<file path="config.mk">
export PLATFORM = sky130hd
export DESIGN_NAME = jtag_axi_master
export DESIGN_NICKNAME = d
export VERILOG_FILES = /design/src/rtl/jtag_axi_master.sv
export SDC_FILE = /design/constraint.sdc
export NUM_CORES = 1
export LEC_CHECK = 0
export BUFFER_PORTS_ARGS = -buffer_cell sky130_fd_sc_hd__buf_2
export CORE_UTILIZATION = 46
export CTS_BUF_LIST = sky130_fd_sc_hd__clkbuf_8
export DETAILED_ROUTE_END_ITERATION = 8
export PLACE_DENSITY_LB_ADDON = 0.05
export SLEW_MARGIN = 20
export SYNTH_ARGS = -nofsm -noshare
export SYNTH_HDL_FRONTEND = slang
export SYNTH_SLANG_ARGS = --single-unit
</file>
<file path="constraint.sdc">
create_clock -name clk -period 3.2 [get_ports clk]
set_input_delay 0.32 -clock clk [delete_from_list [all_inputs] [get_ports clk]]
set_output_delay 0.32 -clock clk [all_outputs]
set_load 0.1 [all_outputs]
</file>
<file path="src/rtl/jtag_axi_master.sv">
// jtag_axi_master
//   AXI4-Lite master used by the debug module for system-bus accesses.
//   It takes one request at a time and returns exactly one response for it.
//   The master builds WSTRB from the access size and lane-aligns the write data.
//   Read data is shifted back down to bit 0 and zero-extended.
//   Misaligned accesses and bad sizes are refused without touching the bus.
//   A bus timeout recovers from a hung fabric.
//
// Ports
//   clk, rst_n                 system clock, async active-low reset
//   req_*_i / req_ready_o      request from the DM (accepted only when idle)
//   rsp_*_o / rsp_ready_i      response: read data and error code
//                              (0 ok, 1 bus err, 2 timeout, 3 bad size/align)
//   next_addr_o                last successful address, auto-incremented if asked
//   busy_o                     any state other than IDLE
//   m_axi_*                    AXI4-Lite master channels AW, W, B, AR, R
//
// state | meaning
// IDLE  | ready for a request
// WREQ  | AW and W offered; each drops on its own handshake
// WRSP  | waiting for B
// RREQ  | AR offered
// RRSP  | waiting for R
// RESP  | response held until the DM takes it
module jtag_axi_master #(
    parameter int ADDR_W  = 32,
    parameter int DATA_W  = 32,
    parameter int TMO_W   = 16,
    parameter int TMO_CYC = 4095
) (
    input  logic                clk,
    input  logic                rst_n,
    input  logic                req_valid_i,
    output logic                req_ready_o,
    input  logic                req_we_i,
    input  logic [ADDR_W-1:0]   req_addr_i,
    input  logic [2:0]          req_size_i,
    input  logic [DATA_W-1:0]   req_wdata_i,
    input  logic                req_autoinc_i,
    output logic                rsp_valid_o,
    input  logic                rsp_ready_i,
    output logic [DATA_W-1:0]   rsp_rdata_o,
    output logic [1:0]          rsp_err_o,
    output logic [ADDR_W-1:0]   next_addr_o,
    output logic                busy_o,
    output logic [ADDR_W-1:0]   m_axi_awaddr_o,
    output logic [2:0]          m_axi_awprot_o,
    output logic                m_axi_awvalid_o,
    input  logic                m_axi_awready_i,
    output logic [DATA_W-1:0]   m_axi_wdata_o,
    output logic [DATA_W/8-1:0] m_axi_wstrb_o,
    output logic                m_axi_wvalid_o,
    input  logic                m_axi_wready_i,
    input  logic [1:0]          m_axi_bresp_i,
    input  logic                m_axi_bvalid_i,
    output logic                m_axi_bready_o,
    output logic [ADDR_W-1:0]   m_axi_araddr_o,
    output logic [2:0]          m_axi_arprot_o,
    output logic                m_axi_arvalid_o,
    input  logic                m_axi_arready_i,
    input  logic [DATA_W-1:0]   m_axi_rdata_i,
    input  logic [1:0]          m_axi_rresp_i,
    input  logic                m_axi_rvalid_i,
    output logic                m_axi_rready_o
);

    localparam int STRB_W = DATA_W / 8;
    localparam int LANE_W = $clog2(STRB_W);
    localparam logic [2:0] MAX_SIZE = 3'(LANE_W);
    localparam logic TMO_EN = (TMO_CYC != 0);
    // Down-counter loaded with TMO_CYC-1 so the terminal count (0) lands on
    // the TMO_CYC-th cycle spent in a bus state.
    localparam logic [TMO_W-1:0] TMO_LOAD = (TMO_CYC > 0) ? TMO_W'(TMO_CYC - 1) : '0;

    typedef enum logic [2:0] {IDLE, WREQ, WRSP, RREQ, RRSP, RESP} state_e;

    state_e             state_q, state_d;
    logic               we_q, we_d;
    logic               autoinc_q, autoinc_d;
    logic [2:0]         size_q, size_d;
    logic [ADDR_W-1:0]  addr_q, addr_d;
    logic [DATA_W-1:0]  wdata_q, wdata_d;
    logic               aw_done_q, aw_done_d;
    logic               w_done_q, w_done_d;
    logic [TMO_W-1:0]   tmo_q, tmo_d;
    logic [DATA_W-1:0]  rdata_q, rdata_d;
    logic [1:0]         err_q, err_d;
    logic [ADDR_W-1:0]  next_addr_q, next_addr_d;

    logic [ADDR_W-1:0]  align_mask;
    logic               req_bad;
    logic [LANE_W-1:0]  lane;
    logic [15:0]        strb_base;
    logic [DATA_W-1:0]  rd_shift, rd_mask;
    logic               aw_now, w_now, tmo_hit, bus_state;
    logic               unused_resp;

    assign unused_resp = ^{m_axi_bresp_i[0], m_axi_rresp_i[0]};

    assign align_mask = (ADDR_W'(1) << req_size_i) - ADDR_W'(1);
    assign req_bad    = (req_size_i > MAX_SIZE) || ((req_addr_i & align_mask) != '0);

    assign lane      = addr_q[LANE_W-1:0];
    assign strb_base = (16'd1 << (4'd1 << size_q)) - 16'd1;
    assign rd_shift  = m_axi_rdata_i >> {lane, 3'b000};
    // A shift by the full data width yields 0, so a full-width access gets an all-ones mask.
    assign rd_mask   = ~({DATA_W{1'b1}} << (8 << size_q));

    assign aw_now    = aw_done_q | m_axi_awready_i;
    assign w_now     = w_done_q | m_axi_wready_i;
    assign tmo_hit   = TMO_EN && (tmo_q == '0);
    assign bus_state = (state_q == WREQ) || (state_q == WRSP) ||
                       (state_q == RREQ) || (state_q == RRSP);

    always_comb begin
        state_d     = state_q;
        we_d        = we_q;
        autoinc_d   = autoinc_q;
        size_d      = size_q;
        addr_d      = addr_q;
        wdata_d     = wdata_q;
        aw_done_d   = aw_done_q;
        w_done_d    = w_done_q;
        tmo_d       = tmo_q;
        rdata_d     = rdata_q;
        err_d       = err_q;
        next_addr_d = next_addr_q;

        if (bus_state && (tmo_q != '0)) begin
            tmo_d = tmo_q - TMO_W'(1);
        end

        case (state_q)
            IDLE: begin
                if (req_valid_i) begin
                    we_d      = req_we_i;
                    autoinc_d = req_autoinc_i;
                    size_d    = req_size_i;
                    addr_d    = req_addr_i;
                    wdata_d   = req_wdata_i;
                    aw_done_d = 1'b0;
                    w_done_d  = 1'b0;
                    tmo_d     = TMO_LOAD;
                    rdata_d   = '0;
                    if (req_bad) begin
                        state_d = RESP;
                        err_d   = 2'd3;
                    end else begin
                        state_d = req_we_i ? WREQ : RREQ;
                    end
                end
            end
            WREQ: begin
                aw_done_d = aw_now;
                w_done_d  = w_now;
                if (aw_now && w_now) begin
                    state_d = WRSP;
                end else if (tmo_hit) begin
                    state_d = RESP;
                    err_d   = 2'd2;
                end
            end
            WRSP: begin
                // A B beat in the expiry cycle still counts.
                if (m_axi_bvalid_i) begin
                    state_d = RESP;
                    err_d   = m_axi_bresp_i[1] ? 2'd1 : 2'd0;
                end else if (tmo_hit) begin
                    state_d = RESP;
                    err_d   = 2'd2;
                end
            end
            RREQ: begin
                if (m_axi_arready_i) begin
                    state_d = RRSP;
                end else if (tmo_hit) begin
                    state_d = RESP;
                    err_d   = 2'd2;
                end
            end
            RRSP: begin
                if (m_axi_rvalid_i) begin
                    state_d = RESP;
                    rdata_d = rd_shift & rd_mask;
                    err_d   = m_axi_rresp_i[1] ? 2'd1 : 2'd0;
                end else if (tmo_hit) begin
                    state_d = RESP;
                    err_d   = 2'd2;
                end
            end
            RESP: begin
                if (rsp_ready_i) begin
                    state_d = IDLE;
                end
            end
            default: state_d = IDLE;
        endcase

        if ((state_q != RESP) && (state_d == RESP) && (err_d == 2'd0)) begin
            next_addr_d = addr_q + (autoinc_q ? (ADDR_W'(1) << size_q) : '0);
        end
    end

    always_ff @(posedge clk or negedge rst_n) begin
        if (!rst_n) begin
            state_q     <= IDLE;
            we_q        <= 1'b0;
            autoinc_q   <= 1'b0;
            size_q      <= '0;
            addr_q      <= '0;
            wdata_q     <= '0;
            aw_done_q   <= 1'b0;
            w_done_q    <= 1'b0;
            tmo_q       <= '0;
            rdata_q     <= '0;
            err_q       <= '0;
            next_addr_q <= '0;
        end else begin
            state_q     <= state_d;
            we_q        <= we_d;
            autoinc_q   <= autoinc_d;
            size_q      <= size_d;
            addr_q      <= addr_d;
            wdata_q     <= wdata_d;
            aw_done_q   <= aw_done_d;
            w_done_q    <= w_done_d;
            tmo_q       <= tmo_d;
            rdata_q     <= rdata_d;
            err_q       <= err_d;
            next_addr_q <= next_addr_d;
        end
    end

    assign req_ready_o     = (state_q == IDLE);
    assign busy_o          = (state_q != IDLE);
    assign rsp_valid_o     = (state_q == RESP);
    assign rsp_rdata_o     = rdata_q;
    assign rsp_err_o       = err_q;
    assign next_addr_o     = next_addr_q;

    assign m_axi_awaddr_o  = addr_q;
    assign m_axi_awprot_o  = 3'b000;
    assign m_axi_awvalid_o = (state_q == WREQ) && !aw_done_q;
    assign m_axi_wdata_o   = wdata_q << {lane, 3'b000};
    assign m_axi_wstrb_o   = STRB_W'(strb_base << lane);
    assign m_axi_wvalid_o  = (state_q == WREQ) && !w_done_q;
    assign m_axi_bready_o  = (state_q == WRSP);
    assign m_axi_araddr_o  = addr_q;
    assign m_axi_arprot_o  = 3'b000;
    assign m_axi_arvalid_o = (state_q == RREQ);
    assign m_axi_rready_o  = (state_q == RRSP);

endmodule
</file>
Word level (Yosys, flattened, before mapping)
Index checks and enable logic that the tools add are counted.
{ "word_totals": {"output_inout_bits": 180, "register_bits": 155} }
{ "classes": {"reduce_logical": 23, "mux": 30, "magnitude_cmp": 1, "bitwise": 5, "n_addsub": 4, "n_eq_ne": 9, "shift": 9} }
{ "ops": {"columns": ["operator", "n"], "rows": [
  ["2-to-1 mux 32 bit", 3],
  ["bitwise AND 32 bit", 2],
  ["one-hot mux 32 bit (2 select lines)", 1],
  ["left shift 1 x 3 -> 32 bit (first input constant)", 2],
  ["2-to-1 mux 16 bit", 3],
  ["adder 32 bit", 1],
  ["inverter 32 bit", 1],
  ["nonzero test 32 bit", 1],
  ["left shift 32 x 32 -> 32 bit (first input constant)", 1],
  ["left shift 32 x 5 -> 32 bit", 1],
  ["left shift 4 x 3 -> 32 bit (first input constant)", 1],
  [">> shifter 32 x 5 -> 32 bit", 1],
  ["subtractor 16 x 1 -> 16 bit (second input constant)", 2],
  ["subtractor 32 x 2 -> 32 bit (second input constant)", 1],
  ["2-to-1 mux 3 bit", 8],
  ["one-hot mux 3 bit (6 select lines)", 1],
  ["zero test 16 bit", 1],
  ["2-to-1 mux 2 bit", 8],
  ["nonzero test 16 bit", 1],
  ["left shift 1 x 4 -> 16 bit (first input constant)", 1],
  ["left shift 16 x 2 -> 4 bit", 1],
  ["one-hot mux 2 bit (5 select lines)", 1],
  ["== test 3 bit (second input constant)", 3],
  ["== test 3 x 2 -> 1 bit (second input constant)", 2],
  ["other kinds (17)", 33]
]} }

Depth between registers and ports, before layout
Gate-level depths: netlist of run 1.
{ "logic_depth": {"word_depth": 11, "ltp_mapped": 13} }

Worst setup path after synthesis of run 1
Ideal clock, no wire load.
{ "synth_path": {"path_kind": "reg-to-output", "from": "reg addr_q[0] (netlist: m_axi_araddr_o[0])", "to": "out m_axi_wdata_o[17]", "t_required_ns": 2.880, "path_slack_ns": -1.469, "path_buffers": 3, "stages_incl_launch_ff": 6, "arrival_time_ns": 4.349, "path_cell_list": "dfrtp_1 clkbuf_1 buf_1 buf_1 mux2i_1 o21ai_0"} }
{ "synth_between": {"elab_chain_cells": 1} }
{ "synth_rtl": {"columns": ["item", "line_no", "source"], "rows": [
  ["start, declared", "81", "logic [ADDR_W-1:0] addr_q, addr_d;"],
  ["start signal, assigned", "223", "addr_q <= addr_d;"],
  ["left shift 32 x 5 -> 32 bit", "244", "assign m_axi_wdata_o = wdata_q << {lane, 3'b000};"],
  ["end, declared", "50", "output logic [DATA_W-1:0] m_axi_wdata_o,"]
]} }
No other way between the ends.

Final worst setup path of run 1
{ "layout_path": {"from": "reg tmo_q[1]", "to": "reg next_addr_q[13] (netlist: next_addr_o[13])"} }
{ "layout_between": {"elab_cells_between_ends": 17} }
{ "layout_rtl": {"columns": ["item", "line_no", "source"], "rows": [
  ["start, declared", "85", "logic [TMO_W-1:0] tmo_q, tmo_d;"],
  ["start signal, assigned", "227", "tmo_q <= tmo_d;"],
  ["zero test 16 bit *", "111", "assign tmo_hit = TMO_EN && (tmo_q == '0);"],
  ["2-to-1 mux 2 bit *", null, null],
  ["2-to-1 mux 2 bit, on equally long branches", null, null],
  ["one-hot mux 2 bit (5 select lines) *", "133", "case (state_q)"],
  ["net err_d[0]", "87", "logic [1:0] err_q, err_d;"],
  ["zero test 2 bit *", "199", "if ((state_q != RESP) && (state_d == RESP) && (err_d == 2'd0)) begin"],
  ["logical AND 1 bit *", "199", null],
  ["end signal, assigned", "230", "next_addr_q <= next_addr_d;"],
  ["end, declared", "88", "logic [ADDR_W-1:0] next_addr_q, next_addr_d;"]
]} }
Mark *: on every way through the listed nets, which the timed path passes. The rest lies on a longest branch.
A chain may end at the register's enable or synchronous reset.

==> flow_metrics.py, run 1 <==
metrics = {
    "critical_path": {
        "timing.critical_path.slowest_stage_cell": "or4b_4",
        "worstSetupPathType": "reg2reg",
        "critical_path.startpoint_type": "flop",
        "critical_path.top_delay_family": "simple AND/OR/NAND/NOR gates",
        "crit_required_ns": 3.54,
        "max_stage_delay_ns": 0.54,
        "timing.critical_path.to_type": "flop",
        "highest_net_fanout_along_the_worst_path": 32,
        "crit_path_cell_trace": "inv_2 > ha_4 > or4b_1 > or4_4 > nor3_2 > a211oi_1 > a311o_1 > or4b_4 > buf_12 > mux2_4",
        "timing.critical_path.buf_inv": 2,
        "critPathArrivalTime_ns": 3.60,
    },
    "run": {
        "max-cap-violations": 0,
    },
    "global_routing": {
        "antenna_found_initial": 3,
        "pin_count_of_the_biggest_net_entering_global_routing": 78,
        "gr_ovfl_total": 0,
        "grt_first_pass_wirelength_um": 38740,
        "via_count_of_the_first_global_routing_pass": 7287,
        "grt_usage_pct": 25.70,
    },
    "yosys": {
        "yosysWarningCount": 0,
        "ys_async_sr_fraction_pct": 100.0,
        "synth_top_cells_by_area": "dfrtp_1, nand2_1, mux2_4",
        "ys_seq_area_share_pct": 45.12,
        "synth_top_cell_by_area": "dfrtp_1",
        "dominantRegCellSynth": "dfrtp_1",
        "syn_std_cell_area_mm2": 0.008596,
        "yosys.cell_types.count": 59,
        "yosysTopAreaCellShare_pct": 45.12,
        "postSynthCellCount": 934,
        "post_syn_area_per_cell_um2": 9.203,
        "ys_ff_latch": 155,
        "synth_edf_count": 0,
    },
    "clock_tree": {
        "h_tree_lvl_count": 4,
        "cts_tree": "built",
        "numCtsBuffers": 17,
        "clock_latency_ns": 0.46,
        "cts.clk_slew.worst_paths_ns": 0.10,
        "clock-sinks": 155,
        "clockRootBuffer": "clkbuf_8",
        "clk_path_buf_depth": 2,
    },
    "hold_path": {
        "holdCritPathClass": "in2reg",
    },
    "final_layout": {
        "register_area_mm2": 0.003886,
        "commonest_non_fill_non_tap_cell_in_the_layout": "buf_2",
        "finish.net_count": 1321,
        "growth_of_design_area_from_synthesis_to_finish_pct": 26.25,
        "n_fill_cell": 1670,
        "layout-drive-gt1-share_pct": 35.79,
        "multiInputGateArea_mm2": 0.004355,
        "mostFrequentLayoutCells": "buf_2, nand2_1, dfrtp_1",
        "final_cells": 1438,
    },
    "floorplan": {
        "io-pin-count": 294,
        "die_area_mm2": 0.01924,
        "die_h_um": 138.7,
        "num_rows": 49,
        "core-area_mm2": 0.01815,
        "fp.dieW_um": 138.7,
        "start_util_pct": 47.37,
    },
    "placed_design": {
        "dpl_worst_slack_ns": -0.1716,
        "io_buffer_count": 285,
        "dp_hpwl_um": 17000,
        "place.gp.congestion": 0.8497,
        "placed_instance_count": 1402,
    },
    "timing": {
        "layout_worst_path_cycle_share_pct": 101.7,
        "report.final.hold_viol_count": 0,
        "fmax_mhz": 307.2,
        "grt_setup_unrepaired": "yes",
        "worstMarginPinSlew_ns": 0.9798,
        "slew_violations": 0,
        "fin_crit_ns": 3.255,
        "clock-skew-final_ns": 0.01799,
        "max_slew_margin_pct": 34.68,
        "final.setup.worst_slack_ns": -0.05498,
        "final-setup-viol-count": 30,
    },
    "drt": {
        "routed-via-count": 7455,
        "final_antenna_net_count": 0,
        "route.detailed.vias_per_inst": 5.184,
        "drtPass1Iterations": 9,
        "drc_errors": 22,
        "routed_wire_length_per_instance_um": 16.82,
        "dr.first_iter.drc_count": 497,
        "drt_wl_total_um": 24180,
    },
    "status": {
        "outcome": "finished, violations left",
        "violated_checks": "design-rule violations, negative setup slack",
    },
}
-- synth_stat cells, types with 2 or more instances --
cell / count
buf_4: 38
buf_1: 7
nor4_1: 2
o22ai_1: 4
xnor2_1: 29
or3b_2: 2
buf_12: 3
or4_1: 4
buf_6: 2
o21a_1: 2
a211oi_1: 12
and3_1: 9
inv_1: 21
a211o_1: 3
a32o_1: 9
mux2_4: 28
nor2b_1: 12
dfrtp_1: 155
a21oi_1: 20
or4_4: 2
or3_1: 6
nor3_1: 7
o21ai_0: 42
o31ai_1: 2
a21o_1: 4
ha_1: 12
mux2_2: 2
nand4b_1: 2
or3_2: 2
o211ai_1: 3
a22o_1: 18
o2111ai_1: 3
clkbuf_1: 36
mux2i_1: 42
nand2_1: 269
nand2b_1: 6
nand4_1: 5
nand3_1: 13
nor2_1: 53
xor2_1: 13
and2_1: 12
-- tightest hold or removal path: cells and delay by family --
family / cells / cell delay [ns]
and+or+nand+nor: 2 / 0.08
buffers and inverters: 1 / 0.07
-- sequential cells by signal, indices dropped and copies added (netlist names) --
register	count
state_q	3
aw_done_q	1
tmo_q	16
w_done_q	1
autoinc_q	1
rsp_rdata_o	32
m_axi_araddr_o	32
rsp_err_o	2
size_q	3
wdata_q	32
next_addr_o	32
-- final cells by class --
class | instances | area share, %
multi-input cells | 676 | 40.14
diodes | 2 | 0.04612
inverters | 21 | 0.7610
clock inverters | 13 | 1.003
clock buffers | 19 | 2.410
repair buffers | 323 | 17.19
well taps | 229 | 2.640
flip-flops and latches | 155 | 35.81
-- through the flow --
step	utilization (%)	area (um^2)	hold slack (ns)	TNS [ns]
6_report	59.80	10850	0.04056	-1.252
5_1_grt	59.80	10850	0.01911	-2.795
4_1_cts	59.69	10830	0.02049	-0.9694
3_5_place_dp	57.60	10450	0.3781	-4.757
3_3_place_gp	57.60	10450	0.3707	-3.898
2_1_floorplan	-	8877	0.02441	-2.104
-- kinds of logic after synthesis --
group                      synth area share, %
adders and majority gates                1.980
and+or+nand+nor                          20.86
buffers and inverters                    7.132
other                                  0.04363
muxes                                    10.04
DFF                                      45.12
xor gates and xnor gates                 4.279
AOI/OAI and AO/OA                        10.54
-- layer usage --
metal  global-route usage [%]  part of all wire, %  routed length, um
met1                    34.77                   45              10990
met2                    42.29                   48              11520
met3                    4.351                  5.4               1296
met4                    7.836                  1.5                370
met5                        0                0.041                 10
-- timing repair --
item	4_1_cts	5_1_grt
resized for setup	0	1
hold buffers	1	0
endpoints found under the hold margin	67	0
buffers inserted	0	1
cloned	0	0
endpoints found under the setup margin	30	30
pin swaps	0	1
-- path summary, 6_finish.rpt --
check / startpoint / end / slack [ns] / cells after the start
max: tmo_q[1] / next_addr_o[13] / -0.05 / 10
min: req_wdata_i[23] / wdata_q[23] / 0.04 / 3
max reg2reg: tmo_q[1] / next_addr_o[13] / -0.05 / 10
min reg2reg: wdata_q[29] / wdata_q[29] / 0.47 / 2
max in group asynchronous: rst_n / wdata_q[31] / 1.81 / 3
min in group asynchronous: rst_n / m_axi_araddr_o[18] / 0.42 / 2
Power of run 1 is left out: the tool's default activity adds up to more than one toggle a clock period on the data nets, which glitch-free logic cannot reach.
==> run 2: changes to the inputs <==
Settings changed: PLACE_DENSITY set to 0.77, PLACE_DENSITY_LB_ADDON 0.05 to not set.
==> flow_metrics.py, run 2 (synthesis results as in run 1) <==
metrics = {
    "clock_tree": {
        "cts.clk_slew.worst_paths_ns": 0.09,
        "clock-sinks": 155,
        "clk_path_buf_depth": 2,
        "clock_latency_ns": 0.45,
        "cts_tree": "built",
        "h_tree_lvl_count": 4,
        "numCtsBuffers": 17,
        "post_cts_resized": 0,
        "clockRootBuffer": "clkbuf_8",
        "setup_buffers_after_cts": 0,
    },
    "floorplan": {
        "num_rows": 49,
        "die_area_mm2": 0.01924,
        "die_h_um": 138.7,
        "io-pin-count": 294,
        "fp.dieW_um": 138.7,
        "start_util_pct": 47.37,
        "core-area_mm2": 0.01815,
    },
    "final_layout": {
        "mostFrequentLayoutCells": "buf_2, nand2_1, dfrtp_1",
        "n_antenna_cell": 0,
        "post-route-util_pct": 60.15,
        "finish.net_count": 1318,
        "growth_of_design_area_from_synthesis_to_finish_pct": 26.99,
        "commonest_non_fill_non_tap_cell_in_the_layout": "buf_2",
        "final_cells": 1433,
        "layout-drive-gt1-share_pct": 35.63,
    },
    "timing": {
        "grt_setup_unrepaired": "yes",
        "fmax_mhz": 306.5,
        "clock-skew-final_ns": 0.01135,
        "slew_violations": 0,
        "worstMarginPinSlew_ns": 0.9861,
        "final.setup.worst_slack_ns": -0.06311,
        "max_slew_margin_pct": 34.26,
        "timing.setup.tns_ns": -1.315,
        "layout_worst_path_cycle_share_pct": 102.0,
        "report.final.hold_viol_count": 0,
        "fin_crit_ns": 3.263,
        "final-setup-viol-count": 30,
    },
    "drt": {
        "drt_wl_total_um": 23800,
        "routed_wire_length_per_instance_um": 16.61,
        "drc_errors": 21,
        "final_antenna_net_count": 0,
        "dr.first_iter.drc_count": 411,
        "drtPass1Iterations": 9,
        "route.detailed.vias_per_inst": 5.336,
        "routed-via-count": 7647,
    },
    "critical_path": {
        "max_stage_delay_ns": 0.48,
        "worstSetupPathType": "reg2reg",
        "crit_path_cell_trace": "inv_2 > ha_4 > or4b_1 > or4_4 > buf_4 > o22ai_1 > a211o_1 > or4b_4 > buf_12 > mux2_4",
        "highest_net_fanout_along_the_worst_path": 32,
        "timing.critical_path.to_type": "flop",
        "critical_path.startpoint_type": "flop",
        "worst_r2r_startpoint": "tmo_q[0]",
        "critPathArrivalTime_ns": 3.59,
        "timing.critical_path.slowest_stage_cell": "or4b_4",
        "crit_required_ns": 3.53,
        "crit_start": "tmo_q[0]",
    },
    "hold_path": {
        "holdCritPathClass": "in2reg",
        "hold_path_startpoint": "req_addr_i[11]",
    },
    "global_routing": {
        "gr_ovfl_total": 0,
        "grt_usage_pct": 25.13,
        "antenna_found_initial": 0,
        "grt_first_pass_wirelength_um": 38050,
        "via_count_of_the_first_global_routing_pass": 7424,
        "pin_count_of_the_biggest_net_entering_global_routing": 78,
    },
    "placed_design": {
        "dp_hpwl_um": 17170,
        "placed_instance_count": 1400,
        "place.gp.congestion": 0.8956,
        "io_buffer_count": 285,
    },
    "status": {
        "violated_checks": "design-rule violations, negative setup slack",
        "outcome": "finished, violations left",
    },
    "run": {
        "max-cap-violations": 0,
    },
}
## run 2: final cells by class
cell class	count	area, um^2
Clock buffer	17	234.0
Clock inverter	15	235.2
Fill cell	1593	7232
Inverter	21	82.58
Multi-Input combinational cell	676	4348
Sequential cell	155	3886
Tap cell	229	286.5
Timing Repair Buffer	320	1843
## run 2: final timing paths
check / endpoint / slack (ns) / depth (start not counted)
min in group asynchronous: aw_done_q / 0.38 / 2
worst max-delay path: next_addr_o[7] / -0.06 / 10
worst max register to register: next_addr_o[7] / -0.06 / 10
worst min register to register: wdata_q[29] / 0.48 / 2
max in group asynchronous: rsp_rdata_o[0] / 1.90 / 3
worst min-delay path: m_axi_araddr_o[11] / 0.05 / 3
## run 2: timing repair
action,CTS,global route
pin swaps,0,1
hold endpoints to repair,50,0
setup endpoints to repair,29,30
hold buffers,1,0
## run 2: per-stage QoR
stage / area [um^2] / hold WS [ns] / setup WS, ns
finish: 10920 / 0.05062 / -0.06311
global route: 10920 / 0.02924 / -0.1564
CTS: 10920 / 0.01981 / -0.04229
detailed placement: 10440 / 0.3070 / -0.1697
global placement: 10440 / 0.3112 / -0.1332
floorplan: 8877 / 0.02441 / -0.4467
## run 2: routing by layer
| layer | global-route usage (%) | vias up | wire length (um) |
|---|---|---|---|
| li1 | - | 3627 | - |
| met1 | 33.17 | 3719 | 10630 |
| met2 | 41.68 | 262 | 11420 |
| met3 | 3.936 | 39 | 1095 |
| met4 | 9.825 | 0 | 652 |
| met5 | 0 | - | 0 |
## run 2: critical path, delay by kind of cell, from the launching register on
family	cells	cell delay [ns]
buf+inv	3	0.48
fa+ha+maj	1	0.14
flops	1	0.40
simple gates	3	1.40
compound gates	2	0.36
mux	1	0.32
Power of run 2 is left out for the same reason.
